<file path="config.mk">
export PLATFORM = sky130hd
export DESIGN_NAME = mips_ifetch_seq
export DESIGN_NICKNAME = d
export VERILOG_FILES = /design/src/rtl/mips_ifetch_seq.sv
export SDC_FILE = /design/constraint.sdc
export NUM_CORES = 1
export LEC_CHECK = 0
export ABC_AREA = 1
export CAP_MARGIN = 0
export CORE_UTILIZATION = 50
export CTS_CLUSTER_DIAMETER = 30
export CTS_CLUSTER_SIZE = 20
export DETAILED_ROUTE_END_ITERATION = 8
export HOLD_SLACK_MARGIN = 0.1
export PLACE_DENSITY = 0.84
export RECOVER_POWER = 50
export SLEW_MARGIN = 20
export SYNTH_ARGS = -nofsm -noshare
export SYNTH_HDL_FRONTEND = slang
export SYNTH_SLANG_ARGS = --single-unit
</file>
<file path="constraint.sdc">
create_clock -name clk -period 3.4 [get_ports clk]
set_clock_uncertainty 0.1 [all_clocks]
set_input_delay 0.34 -clock clk [delete_from_list [all_inputs] [get_ports clk]]
set_output_delay 0.34 -clock clk [all_outputs]
set_load 0.01 [all_outputs]
</file>
<file path="src/rtl/mips_ifetch_seq.sv">
// -----------------------------------------------------------------------------
// mips_ifetch_seq
//   Instruction-fetch sequencer for the multicycle MIPS core. The unit builds
//   each instruction from IBYTES byte beats over the 8-bit memory bus, which
//   uses a req/ack handshake. It then hands the instruction and its PC to the
//   control FSM over a valid/ready handshake. A redirect flushes the fetch and
//   restarts it at a new aligned address.
//
//   Optional build macro: MIPS_IFETCH_BIG_ENDIAN_EN
//     When defined, the first fetched byte lands in the MSB lane of instr.
//     When undefined, the first fetched byte lands in the LSB lane
//     (little-endian). Addresses, beat order and timing are the same in both
//     builds.
//
// Parameters
//   AW        address / PC width (8..32)
//   IBYTES    bytes per instruction, power of two (2..8)
//   RESET_PC  PC loaded on reset (IBYTES-aligned)
//
// Ports
//   clk, rst_n    clock (rising edge), asynchronous active-low reset
//   mem_req       byte-read request (high while fetching)
//   mem_addr      byte address of the current beat (pc + beat)
//   mem_ack       beat completes on mem_req && mem_ack
//   mem_rdata     read byte, captured on a completing beat
//   instr         assembled instruction, stable while instr_valid
//   instr_pc      address of the first byte of instr
//   instr_valid   instruction available
//   instr_ready   consumer accepts on instr_valid && instr_ready
//   redirect      flush and restart at redirect_pc (highest priority)
//   redirect_pc   new fetch address, low log2(IBYTES) bits ignored
//   busy          high while fetching
// -----------------------------------------------------------------------------
module mips_ifetch_seq #(
    parameter int              AW       = 8,
    parameter int              IBYTES   = 4,
    parameter logic [AW-1:0]   RESET_PC = '0
) (
    input  logic                clk,
    input  logic                rst_n,
    output logic                mem_req,
    output logic [AW-1:0]       mem_addr,
    input  logic                mem_ack,
    input  logic [7:0]          mem_rdata,
    output logic [8*IBYTES-1:0] instr,
    output logic [AW-1:0]       instr_pc,
    output logic                instr_valid,
    input  logic                instr_ready,
    input  logic                redirect,
    input  logic [AW-1:0]       redirect_pc,
    output logic                busy
);

    localparam int            BW         = (IBYTES > 1) ? $clog2(IBYTES) : 1;
    localparam logic [BW-1:0] LAST_BEAT  = BW'(IBYTES - 1);
    localparam logic [AW-1:0] ALIGN_MASK = ~AW'(IBYTES - 1);
    localparam logic [AW-1:0] PC_STEP    = AW'(IBYTES);

    typedef enum logic {
        FETCH = 1'b0,
        HOLD  = 1'b1
    } state_t;

    state_t        state;
    logic [AW-1:0] pc;
    logic [BW-1:0] beat;
    logic [BW-1:0] lane;

    // The byte lane that receives the current beat.
`ifdef MIPS_IFETCH_BIG_ENDIAN_EN
    assign lane = LAST_BEAT - beat;
`else
    assign lane = beat;
`endif

    // The request and the address come straight from registered state. No
    // memory read has a side effect, so mem_req may drop without an ack
    // (for example on a redirect).
    assign mem_req  = (state == FETCH);
    assign busy     = (state == FETCH);
    assign mem_addr = pc + AW'(beat);

    // NOTE: all state is updated with non-blocking assignments so that every
    // register samples the values from before the clock edge.
    always_ff @(posedge clk or negedge rst_n) begin
        if (!rst_n) begin
            state       <= FETCH;
            pc          <= RESET_PC;
            beat        <= '0;
            // NOTE: the instruction register is reset as well. Partial lanes
            // must read as zero as soon as reset is asserted, not merely be
            // treated as don't-care.
            instr       <= '0;
            instr_pc    <= RESET_PC;
            instr_valid <= 1'b0;
        end else if (redirect) begin
            // A redirect overrides everything. It discards any beat that
            // completes in this cycle, and it squashes an instruction that is
            // being accepted in the same cycle.
            state       <= FETCH;
            pc          <= redirect_pc & ALIGN_MASK;
            beat        <= '0;
            instr_valid <= 1'b0;
        end else begin
            case (state)
                FETCH: begin
                    if (mem_ack) begin
                        instr[8*lane +: 8] <= mem_rdata;
                        if (beat == LAST_BEAT) begin
                            beat        <= '0;
                            instr_pc    <= pc;
                            instr_valid <= 1'b1;
                            state       <= HOLD;
                        end else begin
                            beat <= beat + BW'(1);
                        end
                    end
                end
                HOLD: begin
                    if (instr_ready) begin
                        instr_valid <= 1'b0;
                        pc          <= pc + PC_STEP;
                        state       <= FETCH;
                    end
                end
            endcase
        end
    end

endmodule

</file>
# Word-level counts from Yosys, hierarchy flattened

Index checks and enable logic that the tools add are counted.

Add/sub/neg operators: 4
Equal/unequal tests: 5
Shift operators: 2
Muxes and demuxes: 18
Bitwise gates (word level): 2
Reductions and logical operators: 8

Operators with widths:

| cell                      | number |
|---|---|
| $neg A5 Y34               | 1 |
| $shift A8 B34 Y32 const A | 1 |
| $shiftx A8 B34 Y32        | 1 |
| $bwmux W32                | 1 |
| $mux W8                   | 3 |
| $add A8 B2 Y8             | 1 |
| $add A8 B3 Y8 const B     | 1 |
| $mux W1                   | 8 |
| $mux W2                   | 4 |
| $ne A3 B3 Y1 const B      | 2 |
| $reduce_and A3 Y1         | 2 |
| $reduce_bool A2 Y1        | 3 |
| $pmux W1 S2               | 2 |
| $reduce_and A2 Y1         | 2 |
| $reduce_and A4 Y1         | 1 |
| $ne A3 B2 Y1 const B      | 1 |
| $add A2 B1 Y2 const B     | 1 |
| $eq A2 B2 Y1 const B      | 1 |
| $ne A2 B2 Y1 const B      | 1 |
| $not A1 Y1                | 2 |

Bits in registers: 52
Input port bits: 21
Output and inout port bits: 51
Word-level logic and storage cells: 45

# Longest topological paths before layout

Gate-level depths: netlist (run 1).

Depth after elaboration: 5
Depth in mapped cells: 9
Mapped depth without buffers: 7

# Worst setup path after synthesis (run 1)

OpenSTA, ideal clock, no wires.

Kind: register -> register
From: register beat[0]
To: register instr[16]
Setup time: 66 ps
Arrival time: 1522 ps
Data required time: 3234 ps
Setup slack: 1712 ps
Cell stages (with the launch flop): 7
Buffers on the path: 0
Period minus slack after synthesis: 1688 ps
Cell sequence: dfrtp_1 > inv_2 > ha_1 > nand2_1 > nor2_1 > nand4_1 > nand2_1

Word-level cells in the longest chain between the ends: 3
Elaborated cells between the ends (all ways): 4
Classes of those cells: 1 x add/sub; 2 x shift; 1 x mux

Ends and longest elaborated chain:

| item                                                    | line | source |
|---|---|---|
| from (decl)                                             | 66   | `logic [BW-1:0] beat;` |
| from (signal assigned)                                  | 115  | `beat <= beat + BW'(1);` |
| $neg A5 Y34 (*)                                         | 108  | `instr[8*lane +: 8] <= mem_rdata;` |
| $shiftx A8 B34 Y32 or $shift A8 B34 Y32 (tied branches) | 108  |  |
| $bwmux W32 (*)                                          | 108  |  |
| to (signal, indexed assignment)                         | 108  |  |
| to (decl)                                               | 45   | `output logic [8*IBYTES-1:0] instr,` |

Every way passes the cells marked *; elsewhere a longest branch is shown, timed or not.
A chain may end at the register's enable or synchronous reset.

# Final worst setup path (run 1)

From: input redirect
To: register instr[30]

Word-level cells in the longest chain between the ends: 2

Ends and longest elaborated chain:

| item                               | line | source |
|---|---|---|
| from (decl)                        | 49   | `input logic redirect,` |
| $not A1 Y1 (no source line)        | n/a  |  |
| $reduce_and A3 Y1 (no source line) | n/a  |  |

Every way passes these cells.

==> flow_summary.json, run 1 <==
{
  "status": "finished with violations",
  "violations": "design-rule violations",
  "dieArea_sq_um": 5060,
  "wire_per_inst_um": 13.7,
  "synth_warnings": 0,
  "netlist_instances": 280,
  "grt_pass1_vias": 1991,
  "dieHeight_um": 71.2,
  "vias": 2106,
  "syn_to_final_growth_pct": 31.1,
  "rows": 24,
  "critPathCaptureType": "flop",
  "period_minus_slack_ps": 2410,
  "fmax_mhz": 415,
  "p_sw_mw": 0.381,
  "critical_path_peak_fanout": 21,
  "start_util_pct": 53.4,
  "gp_congestion": 0.816,
  "dr.pass1.iters": 7,
  "drt-total-wl_um": 5360,
  "drtIter0Drc": 149,
  "p_clk_share_pct": 30.3,
  "seqPwrFrac_pct": 48.3,
  "cp.arrival_ps": 2530,
  "worstMarginPinSlew_ps": 1160,
  "port-buffer-count": 67,
  "finalCritPeriodShare_pct": 70.8,
  "crit_path_start_kind": "input pin",
  "drv_cap": 0,
  "final_nets": 366,
  "track_usage_pct": 22.4,
  "die_x_um": 71.2,
  "power_frac_comb_pct": 21.4,
  "pwr_density_cell_nw_per_um2": 428,
  "swShare_pct": 28.4,
  "path_buf_inv": 4,
  "final_cell_mix": "nand2_1, dfrtp_1, clkdlybuf4s50_1",
  "cpLargestDelayFamily": "buffers and inverters",
  "setup_viol": 0,
  "place_ws_ps": 733,
  "synth_compound_area_share_pct": 9.42,
  "cts_root_buf": "clkbuf_8",
  "cts_hold_buf": 0,
  "final_layout_size_suffix_gt1_share_pct": 6.47,
  "grt_max_degree": 49,
  "worst_path_max_delay_cell": "dlygate4sd3_1",
  "avgViaCountPerCell": 5.37,
  "final_common_cell": "nand2_1",
  "startpoint": "redirect",
  "synth_cell_types": 27,
  "cts_max_path_buffers": 2,
  "hold_viol": 0,
  "rsz0062_at_grt": "no",
  "hp-start": "instr_pc[3]",
  "synth_top_family_by_area": "simple AND/OR/NAND/NOR gates",
  "fin_tns_setup_ps": 0,
  "synth_xor_area_share_pct": 0.733,
  "synth-simple-area-share_pct": 27.8,
  "antennaDiodeCount": 0,
  "synth_fa_ha_area_share_pct": 3.14,
  "seq_area_frac_synth_pct": 50.2,
  "cts_setup_buffers": 0,
  "ir_worst_vdd_mv": 0.298,
  "cpPeakStageDelay_ps": 920,
  "dp_hpwl_um": 3860,
  "fin_util_pct": 70.1,
  "holdWs_ps": 368,
  "clk_pin_slew_ps": 80,
  "ctsResizeCount": 0,
  "slew_headroom_pct": 22.6,
  "antenna_found_initial": 0,
  "htree_levels": 2,
  "final_area_sq_um": 3140,
  "fillers": 378,
  "drtAntennaViolNets": 0,
  "slew_violations": 0,
  "leakagePower_nw": 1.60,
  "io_pins": 72,
  "clk_latency_ps": 300,
  "avgSynthCellArea_sq_um": 8.54,
  "grt_pass1_wl_um": 8910,
  "synth-seq-cells": 48,
  "required_ps": 3530,
  "cellInternalPower_mw": 0.959,
  "syn-cell-area_sq_um": 2390,
  "reg2reg_from": "beat[0]",
  "cts_buffers": 5,
  "criticalPathCategory": "input pin to flop",
  "cts_tree": "done",
  "setup_ws_ps": 992,
  "core-area_sq_um": 4470,
  "clock-sinks": 48,
  "path_cells": "dlygate4sd3_1, clkinv_8, nand3_4, nor2_2, buf_4, inv_1, nand2_1, o21ai_1",
  "grt-ovfl-total": 0,
  "min_path_type": "flop to flop",
  "place_area_sq_um": 3010,
  "drc": 7,
  "yosys-mux-area-fraction_pct": 0
}
-- worst reg2reg max path: cells and delay by family, from the launching register on --
kind	cells	cell delay, ps
and+or+nand+nor	4	740
DFF	1	520
adders and majority gates	1	360
buffers and inverters	1	150
-- cell type report --
cell class	instances	area [sq um]	share of cell area (%)
clock buffers	5	68.8	2.19
multi-input cells	196	991	31.6
well taps	52	65.1	2.08
repair buffers	69	683	21.8
flip-flops and latches	48	1200	38.3
clock inverters	3	42.5	1.36
inverters	19	83.8	2.67
-- synth_stat cells --
cell / number / area share (%)
a21oi_1: 2 / 0.42
a21oi_4: 1 / 0.68
a31oi_1: 1 / 0.26
buf_2: 1 / 0.21
buf_4: 7 / 2.2
buf_6: 3 / 1.4
clkbuf_1: 6 / 0.94
clkbuf_2: 1 / 0.21
clkinv_1: 1 / 0.16
clkinv_8: 1 / 0.68
conb_1: 1 / 0.16
dfrtp_1: 48 / 50
ha_1: 6 / 3.1
inv_1: 13 / 2.0
inv_2: 4 / 0.63
nand2_1: 83 / 13
nand3_1: 20 / 4.2
nand3_4: 1 / 0.73
nand4_1: 16 / 4.2
nand4_2: 1 / 0.52
nor2_1: 19 / 3.0
nor2_2: 2 / 0.52
nor2_8: 2 / 1.7
o21ai_0: 28 / 5.9
o21ai_1: 9 / 1.9
o21bai_1: 1 / 0.31
xor2_1: 2 / 0.73
-- cells by family (layout without fill, tap and decap cells) --
family | count (synthesis) | count (layout)
compound gates | 42 | 42
xor+xnor | 2 | 2
fa+ha+maj | 6 | 6
buf+inv | 37 | 96
flops | 48 | 48
other cells | 1 | 2
simple gates | 144 | 144
-- stage by stage --
step / cells / total power [mW]
after detailed placement: 383 / 0.953
final: 392 / 1.34
after floorplan: 281 / 0.813
after global placement: 383 / 0.944
after CTS: 391 / 1.36
after global routing: 392 / 1.41
-- flip-flops by register name, summed over array words and instances, names as in the netlist --
| signal | count |
|---|---|
| pc | 6 |
| beat | 2 |
| instr_valid | 1 |
| instr | 32 |
| state | 1 |
| instr_pc | 6 |
-- metal layers --
layer / vias to the layer above / global-route usage, % / part of all wire (%)
met2: 82 / 38.0 / 48
met5: - / 0 / 0
met3: 7 / 5.56 / 6.9
li1: 1027 / - / -
met1: 990 / 28.3 / 44
met4: 0 / 6.89 / 1.1
-- path summary, 6_finish.rpt --
path                                    end  slack, ps  cells past startpoint
worst max-delay path              instr[30]        990                      8
worst min-delay path            instr_pc[3]        370                      2
worst max register to register    instr[22]       1460                      6
worst min register to register  instr_pc[3]        370                      2
max in group asynchronous         instr[13]       1790                      2
min in group asynchronous       instr_pc[5]        700                      2
-- power by group through the flow --
stage	combinational, mW	clock (mW)	sequential, mW
3_5_place_dp	0.294	0	0.659
4_1_cts	0.296	0.417	0.649
5_1_grt	0.318	0.435	0.654
3_3_place_gp	0.286	0	0.658
2_1_floorplan	0.143	0	0.670
6_report	0.287	0.406	0.647
Note: power is estimated with default switching activity, not from simulation.
==> run 2, diff against run 1 <==
Settings changed: CORE_UTILIZATION 50 to 47, PLACE_DENSITY 0.84 to 0.8.
Clock period 3.4 ns to 2.5 ns, I/O delays scaled along.
==> flow_summary.json, run 2 (synthesis results as in run 1) <==
{
  "status": "finished, final reports clean",
  "hold_viol": 0,
  "clk_latency_ps": 300,
  "cts_max_path_buffers": 2,
  "ir_worst_vdd_mv": 0.396,
  "core-area_sq_um": 4820,
  "wire_per_inst_um": 13.2,
  "path_cells": "dlygate4sd3_1, clkbuf_1, a21oi_1, inv_1, o21ai_0, nand2_1, nand2_1, inv_1",
  "finalCritPeriodShare_pct": 79.2,
  "drtAntennaViolNets": 0,
  "p_sw_mw": 0.509,
  "clock-sinks": 48,
  "cellInternalPower_mw": 1.26,
  "dp_cells": 400,
  "final_area_sq_um": 3140,
  "gp_congestion": 0.908,
  "reg2reg_setup_slack_ps": 560,
  "slew_headroom_pct": 12.8,
  "grt_max_degree": 28,
  "final_nets": 368,
  "rsz0062_at_grt": "no",
  "antenna_found_initial": 0,
  "slew_violations": 0,
  "dr.pass1.iters": 4,
  "cts_tree": "done",
  "worst_path_max_delay_cell": "dlygate4sd3_1",
  "dr_wl_met3_um": 340,
  "grt_pass1_vias": 1911,
  "dieHeight_um": 73.3,
  "cts_root_buf": "clkbuf_8",
  "reg_top3": "instr (32), instr_pc (6), pc (6)",
  "cp.arrival_ps": 2080,
  "dp_hpwl_um": 3900,
  "p_clk_share_pct": 28.0,
  "pwr_density_cell_nw_per_um2": 564,
  "crit_path_start_kind": "input pin",
  "required_ps": 2600,
  "setup_ws_ps": 520,
  "critPathCaptureType": "flop",
  "worstMarginPinSlew_ps": 1310,
  "swShare_pct": 28.8,
  "totalPowerFinal_mw": 1.77,
  "cts_buffers": 5,
  "final_cell_mix": "nand2_1, dfrtp_1, clkdlybuf4s50_1",
  "place_area_sq_um": 3050,
  "setup_viol": 0,
  "place_ws_ps": 382,
  "avgViaCountPerCell": 5.12,
  "fillers": 427,
  "drv_cap": 0,
  "ctsResizeCount": 0,
  "drtIter0Drc": 97,
  "syn_to_final_growth_pct": 31.2,
  "leakagePower_nw": 1.58,
  "io_pins": 72,
  "cpPeakStageDelay_ps": 630,
  "dieArea_sq_um": 5380,
  "grt_pass1_wl_um": 8760,
  "drt-total-wl_um": 5370,
  "clk_pin_slew_ps": 90,
  "criticalPathCategory": "input pin to flop",
  "final_common_cell": "nand2_1",
  "port-buffer-count": 67,
  "regMostFlops": "instr",
  "min_path_type": "flop to flop",
  "track_usage_pct": 21.6,
  "fmax_mhz": 505,
  "power_frac_comb_pct": 22.1,
  "antennaDiodeCount": 0,
  "wl_met1_um": 2480,
  "seqPwrFrac_pct": 50.0,
  "largest_reg_flops": 32,
  "holdWs_ps": 368,
  "vias": 2090,
  "wl_met2_um": 2480,
  "grt-ovfl-total": 0,
  "period_minus_slack_ps": 1980,
  "rows": 25,
  "fin_util_pct": 65.1,
  "dr.max_layer_used": "met4",
  "fin_tns_setup_ps": 0,
  "die_x_um": 73.3,
  "htree_levels": 2,
  "fin_cells": 408,
  "start_util_pct": 49.6,
  "critical_path_peak_fanout": 9,
  "final_layout_size_suffix_gt1_share_pct": 5.87,
  "drc": 0
}
==> run 2: layer usage <==
layer  vias to the layer above  track usage (%)
li1                       1029                -
met1                       981             28.4
met2                        74             34.9
met3                         6             5.49
met4                         0             7.48
met5                         -                0
==> run 2: worst max-delay path, delay by kind of cell <==
family,cells,cell delay [ps]
and+or+nand+nor,2,130
buffers and inverters,4,1110
AOI/OAI and AO/OA,2,590
==> run 2: layout make-up <==
cell class | instances | area (sq um) | area share (%)
Multi-Input combinational cell | 196 | 980 | 31.2
Timing Repair Buffer | 71 | 693 | 22.1
Clock buffer | 7 | 96.3 | 3.07
Inverter | 19 | 83.8 | 2.67
Tap cell | 67 | 83.8 | 2.67
Sequential cell | 48 | 1200 | 38.3
==> run 2: repair_timing <==
action,in CTS,in global routing
hold buffers,1,0
buffers inserted,0,0
hold endpoints to repair,21,0
==> run 2: power by group through the flow <==
stage          sequential [mW]  combinational [mW]  clock [mW]
5_1_grt                  0.893               0.432       0.537
6_report                 0.884               0.390       0.494
3_3_place_gp             0.898               0.393           0
4_1_cts                  0.885               0.403       0.502
2_1_floorplan            0.911               0.195           0
3_5_place_dp             0.900               0.400           0
==> run 2: worst paths after layout <==
| check | from | depth (start not counted) | end |
|---|---|---|---|
| min reg2reg | instr_pc[6] | 2 | instr_pc[6] |
| min | instr_pc[6] | 2 | instr_pc[6] |
| max in group asynchronous | rst_n | 3 | beat[1] |
| max | redirect | 8 | pc[5] |
| max reg2reg | beat[0] | 6 | instr[22] |
| min in group asynchronous | rst_n | 2 | pc[6] |
==> run 3, diff against run 2 <==
Clock period 2.5 ns to 1.9 ns, I/O delays scaled along.
==> flow_summary.json, run 3 (synthesis results as in run 1) <==
{
  "start_util_pct": 49.6,
  "regMostFlops": "instr",
  "critical_path_peak_fanout": 8,
  "cts_buffers": 5,
  "cpPeakStageDelay_ps": 600,
  "cts_setup_buffers": 0,
  "worstMarginPinSlew_ps": 1170,
  "slew_headroom_pct": 22.2,
  "final_layout_size_suffix_gt1_share_pct": 7.25,
  "grt_pass1_wl_um": 9170,
  "fin_util_pct": 65.4,
  "core-area_sq_um": 4820,
  "vias": 2123,
  "criticalPathCategory": "flop to output port",
  "dieHeight_um": 73.3,
  "htree_levels": 2,
  "drtIter0Drc": 162,
  "required_ps": 1610,
  "crit_path_start_kind": "flop",
  "largest_reg_flops": 32,
  "syn_to_final_growth_pct": 31.8,
  "finalCritPeriodShare_pct": 93.9,
  "reg_top3": "instr (32), instr_pc (6), pc (6)",
  "final_common_cell": "nand2_1",
  "pwr_density_cell_nw_per_um2": 733,
  "setup_viol": 0,
  "drtAntennaViolNets": 0,
  "dr.pass1.iters": 4,
  "worst_path_max_delay_cell": "clkdlybuf4s50_1",
  "drc": 0,
  "status": "finished, final reports clean",
  "path_buf_inv": 2,
  "period_minus_slack_ps": 1780,
  "rows": 25,
  "antenna_found_initial": 0,
  "min_path_type": "flop to flop",
  "grt-ovfl-total": 0,
  "dieArea_sq_um": 5380,
  "dp_hpwl_um": 4030,
  "ir_worst_vdd_mv": 0.403,
  "clk_latency_ps": 300,
  "slew_violations": 0,
  "hold_viol": 0,
  "wire_per_inst_um": 13.4,
  "cts_tree": "done",
  "cts_max_path_buffers": 2,
  "final_cell_mix": "nand2_1, clkdlybuf4s50_1, dfrtp_1",
  "gp_congestion": 0.903,
  "grt_pass1_vias": 1996,
  "fin_tns_setup_ps": 0,
  "critPathCaptureType": "output port",
  "die_x_um": 73.3,
  "rsz0062_at_grt": "no",
  "fillers": 439,
  "clock-sinks": 48,
  "avgViaCountPerCell": 5.15,
  "drv_cap": 0,
  "track_usage_pct": 22.8,
  "cpLargestDelayFamily": "buffers and inverters",
  "final_area_sq_um": 3150,
  "fmax_mhz": 561,
  "cp.arrival_ps": 1490,
  "holdWs_ps": 369,
  "leakagePower_nw": 1.59,
  "place_area_sq_um": 3100,
  "antennaDiodeCount": 0,
  "drt-total-wl_um": 5520,
  "clk_pin_slew_ps": 90,
  "cts_root_buf": "clkbuf_8",
  "port-buffer-count": 67,
  "grt_max_degree": 49,
  "io_pins": 72,
  "path_cells": "clkbuf_2, clkdlybuf4s50_1",
  "final_nets": 371
}
[run 3: cell types whose count changed in the layout (fill, tap and decap cells not counted), sizes merged]
cell / previous run / this run
clkbuf: 9 / 12
dlygate4sd3: 19 / 17
clkdlybuf4s50: 48 / 50
buf: 2 / 3
[run 3: what timing repair did]
item                                   4_1_cts  5_1_grt
setup endpoints to repair                    0        5
endpoints found under the hold margin       48        0
gates resized for setup                      0        1
hold buffers                                 1        0
[run 3: power by group]
| group | total (mW) | switching [mW] | internal [mW] | leakage (nW) |
|---|---|---|---|---|
| Sequential | 1.16 | 0.0638 | 1.10 | 0.650 |
| Clock | 0.626 | 0.328 | 0.297 | 0.0455 |
| Combinational | 0.523 | 0.288 | 0.235 | 0.892 |
[run 3: stage by stage]
stage                     worst slack (ps)  cells  power (mW)
after floorplan                        212    281        1.46
after global placement                 206    403        1.71
after detailed placement               148    403        1.73
after CTS                              144    412        2.35
after global routing                  50.5    412        2.44
final                                  117    412        2.31
[run 3: layer usage]
| layer | GRT usage (%) | part of all wire [%] |
|---|---|---|
| met1 | 29.4 | 44 |
| met2 | 36.7 | 47 |
| met3 | 5.76 | 6.8 |
| met4 | 9.19 | 1.9 |
| met5 | 0 | 0 |
[run 3: area by class of cell]
| type | count | area [sq um] | share of cell area [%] |
|---|---|---|---|
| clock buffers | 8 | 90.1 | 2.86 |
| well taps | 67 | 83.8 | 2.66 |
| repair buffers | 74 | 711 | 22.5 |
| multi-input cells | 196 | 982 | 31.2 |
| inverters | 19 | 83.8 | 2.66 |
| flip-flops and latches | 48 | 1200 | 38.1 |
[run 3: worst register-to-register path, delay by kind of cell, from the launching register on]
family                     cells  cell delay (ps)
and+or+nand+nor                4              470
DFF                            1              430
adders and majority gates      1              300
buffers and inverters          2              350
[run 3: path summary, 6_finish.rpt]
kind                              from     endpoint  slack [ps]  cells past startpoint
setup / recovery               beat[0]  mem_addr[0]         120                      2
hold / removal             instr_pc[3]  instr_pc[3]         370                      2
setup reg to reg               beat[1]    instr[28]         200                      7
hold reg to reg            instr_pc[3]  instr_pc[3]         370                      2
max in group asynchronous        rst_n     instr[1]         350                      3
min in group asynchronous        rst_n        pc[6]         620                      3
